<file path="config.mk">
export PLATFORM = sky130hd
export DESIGN_NAME = ofifo_align
export DESIGN_NICKNAME = d
export VERILOG_FILES = /design/src/rtl/accel_pkg.sv /design/src/rtl/fifo_lane.sv /design/src/rtl/ofifo_align.sv
export SDC_FILE = /design/constraint.sdc
export NUM_CORES = 2
export LEC_CHECK = 0
export BUFFER_PORTS_ARGS = -buffer_cell sky130_fd_sc_hd__buf_2
export CELL_PAD_IN_SITES_DETAIL_PLACEMENT = 0
export CELL_PAD_IN_SITES_GLOBAL_PLACEMENT = 2
export CORE_MARGIN = 3
export CORE_UTILIZATION = 30
export DETAILED_ROUTE_END_ITERATION = 8
export PLACE_DENSITY = 0.64
export REMOVE_ABC_BUFFERS = 1
export SETUP_SLACK_MARGIN = 0.5
export SYNTH_ARGS = -nofsm -noshare
export SYNTH_HDL_FRONTEND = slang
export SYNTH_HIERARCHICAL = 1
export SYNTH_SLANG_ARGS = --single-unit
</file>
<file path="constraint.sdc">
create_clock -name clk -period 4.7 [get_ports clk]
set_clock_uncertainty 0.15 [all_clocks]
set_input_delay 0.94 -clock clk [delete_from_list [all_inputs] [get_ports clk]]
set_output_delay 0.94 -clock clk [all_outputs]
set_load 0.05 [all_outputs]
</file>
<file path="src/rtl/accel_pkg.sv">
// Shared constants and helpers for the MAC array datapath blocks.
package accel_pkg;

    localparam int COL     = 8;
    localparam int BW      = 8;
    localparam int BW_PSUM = 2 * BW + 4;

    function automatic int clog2(input int n);
        int r;
        r = 0;
        for (int i = 0; i < 31; i++) begin
            if ((1 << i) < n) r = i + 1;
        end
        return r;
    endfunction

    // Lane i of a packed multi-lane bus starts at bit i*w.
    function automatic int lane_lsb(input int idx, input int w);
        return idx * w;
    endfunction

endpackage

</file>
<file path="src/rtl/fifo_lane.sv">
// One column's psum FIFO: circular buffer with occupancy count; head is read combinationally.
module fifo_lane
    import accel_pkg::*;
#(
    parameter int bw_psum = BW_PSUM,
    parameter int depth   = 16
) (
    input  logic               clk,
    input  logic               reset,
    input  logic               wr,
    input  logic               rd,
    input  logic [bw_psum-1:0] in,
    output logic [bw_psum-1:0] out,
    output logic               empty,
    output logic               full
);

    localparam int AW = clog2(depth);
    localparam logic [AW:0] CNT_MAX = (AW + 1)'(depth);

    logic [bw_psum-1:0] mem_q [depth];
    logic [AW-1:0]      wr_ptr_q, wr_ptr_d;
    logic [AW-1:0]      rd_ptr_q, rd_ptr_d;
    logic [AW:0]        count_q, count_d;

    always_comb begin
        wr_ptr_d = wr_ptr_q;
        rd_ptr_d = rd_ptr_q;
        count_d  = count_q;
        if (wr) wr_ptr_d = wr_ptr_q + 1'b1;
        if (rd) rd_ptr_d = rd_ptr_q + 1'b1;
        case ({wr, rd})
            2'b10:   count_d = count_q + 1'b1;
            2'b01:   count_d = count_q - 1'b1;
            default: count_d = count_q;
        endcase
    end

    always_ff @(posedge clk) begin
        if (reset) begin
            wr_ptr_q <= '0;
            rd_ptr_q <= '0;
            count_q  <= '0;
        end else begin
            wr_ptr_q <= wr_ptr_d;
            rd_ptr_q <= rd_ptr_d;
            count_q  <= count_d;
        end
    end

    // Storage is not reset; the pointers/count define what is valid.
    always_ff @(posedge clk) begin
        if (wr) mem_q[wr_ptr_q] <= in;
    end

    assign out   = mem_q[rd_ptr_q];
    assign empty = (count_q == '0);
    assign full  = (count_q == CNT_MAX);

endmodule

</file>
<file path="src/rtl/ofifo_align.sv">
// Output FIFO that re-aligns staggered per-column psum writes into rows popped together.
module ofifo_align
    import accel_pkg::*;
#(
    parameter int col     = COL,
    parameter int bw_psum = BW_PSUM,
    parameter int depth   = 16
) (
    input  logic                   clk,
    input  logic                   reset,
    input  logic [col-1:0]         wr,
    input  logic [col*bw_psum-1:0] in,
    input  logic                   rd,
    output logic                   o_valid,
    output logic                   o_full,
    output logic                   o_ready,
    output logic [col*bw_psum-1:0] out,
    output logic                   out_valid,
    output logic                   o_overflow,
    output logic                   o_underflow
);

    logic [col-1:0]         empty, full, wr_acc;
    logic [col*bw_psum-1:0] head;
    logic                   rd_acc;

    logic [col*bw_psum-1:0] out_q, out_d;
    logic                   out_valid_q, out_valid_d;
    logic                   ovf_q, ovf_d;
    logic                   udf_q, udf_d;

    assign o_valid = ~|empty;
    assign o_full  = |full;
    assign o_ready = ~o_full;

    // A full lane may still take a write when the shared pop frees a slot in the same edge.
    assign rd_acc = rd & o_valid;
    assign wr_acc = wr & (~full | {col{rd_acc}});

    for (genvar g = 0; g < col; g++) begin : g_lane
        fifo_lane #(
            .bw_psum(bw_psum),
            .depth  (depth)
        ) u_lane (
            .clk  (clk),
            .reset(reset),
            .wr   (wr_acc[g]),
            .rd   (rd_acc),
            .in   (in[lane_lsb(g, bw_psum) +: bw_psum]),
            .out  (head[lane_lsb(g, bw_psum) +: bw_psum]),
            .empty(empty[g]),
            .full (full[g])
        );
    end

    always_comb begin
        out_d       = out_q;
        out_valid_d = 1'b0;
        if (rd_acc) begin
            out_d       = head;
            out_valid_d = 1'b1;
        end
        ovf_d = ovf_q | (|(wr & ~wr_acc));
        udf_d = udf_q | (rd & ~o_valid);
    end

    always_ff @(posedge clk) begin
        if (reset) begin
            out_q       <= '0;
            out_valid_q <= 1'b0;
            ovf_q       <= 1'b0;
            udf_q       <= 1'b0;
        end else begin
            out_q       <= out_d;
            out_valid_q <= out_valid_d;
            ovf_q       <= ovf_d;
            udf_q       <= udf_d;
        end
    end

    assign out         = out_q;
    assign out_valid   = out_valid_q;
    assign o_overflow  = ovf_q;
    assign o_underflow = udf_q;

endmodule
</file>
Word level (Yosys, flattened, before mapping) --
Memory sizes are Yosys's and may differ from the RTL's. A register that Yosys moved wholly into a read port is not among the register bits. Index checks and enable logic that the tools add are counted. Widths: inputs -> output; s select.
Operators by class: eq/ne operators 24, $add $sub $neg 32, order comparisons 0, bitwise operators 10, multipliers 0, shift operators 0, reductions and logical operators 20, div/mod/pow operators 0, multiplexer cells 25
Operators with widths (number):
- $pmux 5 s2 | 8
- $add 4x1->4 const B | 16
- $add 5x1->5 const B | 8
- $eq 5x5->1 const B | 8
- $logic_not 5->1 | 8
- $sub 5x1->5 const B | 8
- $reduce_or 8->1 | 3
- $mux 1 | 17
- $and 8x8->8 | 2
- $eq 2x1->1 const B | 8
- $eq 2x2->1 const B | 8
- $not 8->8 | 2
- $reduce_bool 2->1 | 8
- $or 8x8->8 | 1
- $and 1x1->1 | 2
- $or 1x1->1 | 2
- $logic_not 1->1 | 1
- $not 1->1 | 1
Word-level totals: bits in latches 0, input bits 171, bits in writable memories 2560, output and inout bits 166, register bits after elaboration 107, memories kept 8, logic and storage cells 146, memory bits (read-only) 0
Memories:
- g_lane[0].u_lane.mem_q | depth 16, width 20, read ports 1, clocked after memory_dff 1, write ports 1, RTL line fifo_lane.sv:21 | logic [bw_psum-1:0] mem_q [depth];
- g_lane[1].u_lane.mem_q | depth 16, width 20, read ports 1, clocked after memory_dff 1, write ports 1, RTL line fifo_lane.sv:21
- g_lane[2].u_lane.mem_q | depth 16, width 20, read ports 1, clocked after memory_dff 1, write ports 1, RTL line fifo_lane.sv:21
- g_lane[3].u_lane.mem_q | depth 16, width 20, read ports 1, clocked after memory_dff 1, write ports 1, RTL line fifo_lane.sv:21
- g_lane[4].u_lane.mem_q | depth 16, width 20, read ports 1, clocked after memory_dff 1, write ports 1, RTL line fifo_lane.sv:21
- g_lane[5].u_lane.mem_q | depth 16, width 20, read ports 1, clocked after memory_dff 1, write ports 1, RTL line fifo_lane.sv:21
- 2 more memories

Logic depth before layout (Yosys ltp) --
word-level depth 10, depth in mapped cells 16

Hierarchy --
Netlist, hierarchy kept.
By module, submodules not included:
- fifo_lane (g_lane[1].u_lane ...) | times used 6, cells each 606, area each 13060.0 sq um
- fifo_lane (g_lane[0].u_lane) | times used 1, cells each 605, area each 13026.2 sq um
- fifo_lane (g_lane[7].u_lane) | times used 1, cells each 550, area each 12941.2 sq um
- ofifo_align | times used 1, cells each 797, area each 6984.2 sq um

Least setup slack after synthesis --
OpenSTA, ideal clock, no wires.
path type register -> register, start point register g_lane[1].u_lane.count_q[1], end point register g_lane[7].u_lane.count_q[4], required time 4.429 ns, data arrival time 4.049 ns, stages on the path, launching flop included 14, path slack 0.381 ns, period minus slack after synthesis 4.319 ns, cells stage by stage dfxtp_1 > nor4_1 > and2_1 > nor4_2 > nand3_1 > inv_1 > ha_1 > clkbuf_1 > xor2_1 > ha_1 > and3b_1 > o21ai_0 > a31oi_1 > mux2_2
On the way: word-level cells in the longest chain between the ends 8, elaborated cells between the ends (all ways) 10
Ends and longest elaborated chain:
- from (decl) | RTL line fifo_lane.sv:24 | logic [AW:0] count_q, count_d;
- from (signal assigned) | RTL line fifo_lane.sv:47 | count_q <= count_d;
- $logic_not 5->1 (*) | RTL line fifo_lane.sv:57 | assign empty = (count_q == '0);
- named net empty[1] | RTL line ofifo_align.sv:23 | logic [col-1:0] empty, full, wr_acc;
- $reduce_or 8->1 (*) | RTL line ofifo_align.sv:32 | assign o_valid = ~|empty;
- $logic_not 1->1 (*) | RTL line ofifo_align.sv:32
- $and 1x1->1 (*) | RTL line ofifo_align.sv:37 | assign rd_acc = rd & o_valid;
- $or 8x8->8 | RTL line ofifo_align.sv:38 | assign wr_acc = wr & (~full | {col{rd_acc}});
- $and 8x8->8 | RTL line ofifo_align.sv:38
- $eq 2x1->1 or $eq 2x2->1 (tied branches) | RTL line fifo_lane.sv:32 | case ({wr, rd})
- $pmux 5 s2 or $reduce_bool 2->1 (tied branches)
- to (signal assigned) | RTL line fifo_lane.sv:47
- to (decl) | RTL line fifo_lane.sv:24
The timed path passes the listed nets; every way through them passes the cells marked *. A chain may end at the register's enable or synchronous reset.

Worst setup path in the final report --
start point register g_lane[1].u_lane.count_q[2], end point output port o_valid
On the way: word-level cells in the longest chain between the ends 3
Ends and longest elaborated chain:
- $logic_not 5->1 | RTL line fifo_lane.sv:57
- named net empty[1] | RTL line ofifo_align.sv:23
- $reduce_or 8->1 | RTL line ofifo_align.sv:32
- $logic_not 1->1 | RTL line ofifo_align.sv:32
- to (decl) | RTL line ofifo_align.sv:14 | output logic o_valid,
The timed path passes the listed nets, and every way through them passes these cells.

==> flow_metrics.tcl <==
set metrics [dict create \
    status "finished clean" \
    gp_congestion 0.711 \
    initial_core_util_pct 30.2 \
    post-route-util_pct 35.1 \
    h-tree-depth 5 \
    synthCells 5588 \
    synth.top_cell.area_share_pct 69.1 \
    drt_iter0_drc 4255 \
    final_antenna_net_count 0 \
    p_per_area_mw_per_mm2 457 \
    drc 0 \
    crit_start "g_lane[1].u_lane/count_q[2]" \
    die_area_mm2 0.378 \
    numCtsBuffers 321 \
    relSlewSlack_pct 21.8 \
    timing.rr.start "g_lane[2].u_lane/count_q[2]" \
    crit_buf_inv 1 \
    timing.final.crit_share_pct 85.7 \
    place_hpwl_mm 158 \
    cts_num_sinks 2859 \
    tns_ns 0 \
    max-vdd-ir-drop_v 0.000388 \
    die_h_um 615 \
    avgSynthCellArea_um2 19.9 \
    ys_ff_latch 2859 \
    pre_cts_ws_ns 0.0366 \
    worstPathArrival_ns 2.94 \
    grt_pass1_vias 58300 \
    grt_pass1_wl_mm 416 \
    core_area_mm2 0.369 \
    die_w_um 615 \
    total_power_uw 59300 \
    synth-edff-count 2560 \
    track_usage_pct 14.9 \
    slew_viol_final 0 \
    vias 55900 \
    path_max_fanout 9 \
    finalHoldViolCount 0 \
    synth_area_leaders "edfxtp_1 69%, mux4_2 11%, dfxtp_1 5.4%" \
    clk_latency_ns 0.89 \
    clk_pin_slew_ns 0.06 \
    crit_cells 5 \
    cts.hold.buffers_added 0 \
    final_nets 6327 \
    required_ns 3.61 \
    fmax_mhz 248 \
    synthesis.area_mm2 0.111 \
    clockBufferDepth 4 \
    cpPeakStageDelay_ns 0.69 \
    grt_antenna_before_repair 74 \
    port_buffers 336 \
    wl_per_cell_um 25.5 \
    hold_depth 3 \
    crit_family "simple AND/OR/NAND/NOR gates" \
    vias_per_cell 4.94 \
    post-place-cells 10700 \
    grt_max_degree 133 \
    synth_top_area_cell "edfxtp_1" \
    ys_seq_area_share_pct 74.4 \
    ys_async_sr_fraction_pct 0 \
    rr_worst_depth 15 \
    ios 337 \
    ys_types 55 \
    synthFlopType "edfxtp_1" \
    final_common_cell "edfxtp_1" \
    wl_mm 289 \
    fin_cells 11300 \
    hold_path.startpoint "rd" \
    rows 223 \
    cellLeakagePower_uw 0.0409 \
    drive_above_1_share_pct 25.8 \
    setup_violations 0 \
    rsz0062_at_grt "false" \
    maxCapViolCount 0 \
    setup_ws_ns 0.674 \
    cpMaxStageDelayCell "or4_4" \
    worst_pin_slew_ns 1.17 \
    hp-class "input pin to flop" \
    areaGrowthSynthToFinish_pct 16.5 \
    yosys_warnings 6 \
    crit_type "flop to output pin" \
    firstDrtPassIters 6 \
    worstSetupEndpointType "output pin" \
    clock-root-buffer "clkbuf_16" \
    worstPathCellList "nor4_1 > and2_1 > or4_4 > nor2_1 > buf_2" \
    post-route-min-period_ns 4.03 \
    gr-total-overflow 0 \
    critPathLaunchType "flop" \
    regToRegSetupSlack_ns 0.78 \
    final_cell_mix "2560 x edfxtp_1, 552 x mux4_2, 334 x buf_2" \
    cts_tree "built" \
]
==> path summary, 6_finish.rpt <==
check | end
max | o_valid
min | out[62]
max reg2reg | g_lane[7].u_lane/count_q[4]
min reg2reg | o_underflow
==> stage by stage <==
step	cell area, um2	hold WS, ns
final	130000	0.258
after detailed placement	119000	0.284
after floorplan	109000	0.335
after global placement	119000	0.284
after global routing	130000	0.200
after CTS	130000	0.147
==> flip-flops by register name (all words and copies together) (netlist names), named ones only <==
register and cells:
o_underflow 1, g_lane.u_lane/rd_ptr_q 32, g_lane.u_lane/count_q 40, out 160, g_lane.u_lane/wr_ptr_q 32, o_overflow 1, g_lane.u_lane/mem_q 2560, out_valid 1
==> Yosys cell counts (28+ instances only) <==
master    instances
edfxtp_1       2560
nor2_1          115
nand2_1         192
a21oi_1         173
nand4_1         185
and2_1          149
buf_6            28
a22oi_1         283
o31ai_1         161
buf_2            44
mux4_1          108
clkbuf_1        231
inv_1            41
ha_1             71
mux4_2          552
xor2_1           49
dfxtp_1         299
==> where the power goes <==
group / internal, uW / total, uW / switching, uW / leakage (uW)
sequential: 28500 / 28900 / 369 / 0.0255
clock: 14600 / 25000 / 10400 / 0.00513
combinational: 1580 / 5410 / 3830 / 0.0103
==> tightest hold or removal path: stages <==
cell and delay (ns):
buf_8 0.14, nand4_1 0.12, a21oi_1 0.06
==> cell type report <==
| type | count | area, um2 |
|---|---|---|
| fillers | 34200 | 239000 |
| flip-flops and latches | 2859 | 82900 |
| multi-input cells | 2314 | 26300 |
| clock buffers | 416 | 8620 |
| well taps | 4950 | 6190 |
| repair buffers | 547 | 3500 |
| clock inverters | 176 | 1940 |
| inverters | 42 | 168 |
| diodes | 18 | 45.0 |
==> what timing repair did <==
item	CTS	global route
resized for setup	2	3
pin swaps	0	2
endpoints found under the hold margin	0	0
buffers inserted	0	2
cloned	0	0
endpoints found under the setup margin	335	7
==> cells by family after synthesis <==
family / after synthesis / synth area share [%]
adders and majority gates: 71 / 0.798
muxes: 686 / 14.0
AOI/OAI and AO/OA: 683 / 4.23
DFF: 2859 / 74.4
and+or+nand+nor: 802 / 3.93
xor gates and xnor gates: 72 / 0.567
buffers and inverters: 415 / 2.08
==> routing by layer <==
metal  part of all wire [%]  GRT usage, %  vias up
met5                  0.059             0        -
met4                    2.6          3.98       26
met3                    4.9          2.63      453
met2                     50          25.6     1422
met1                     42          19.4    29700
li1                       -             -    24300
Power figures use the tool's default switching activity.
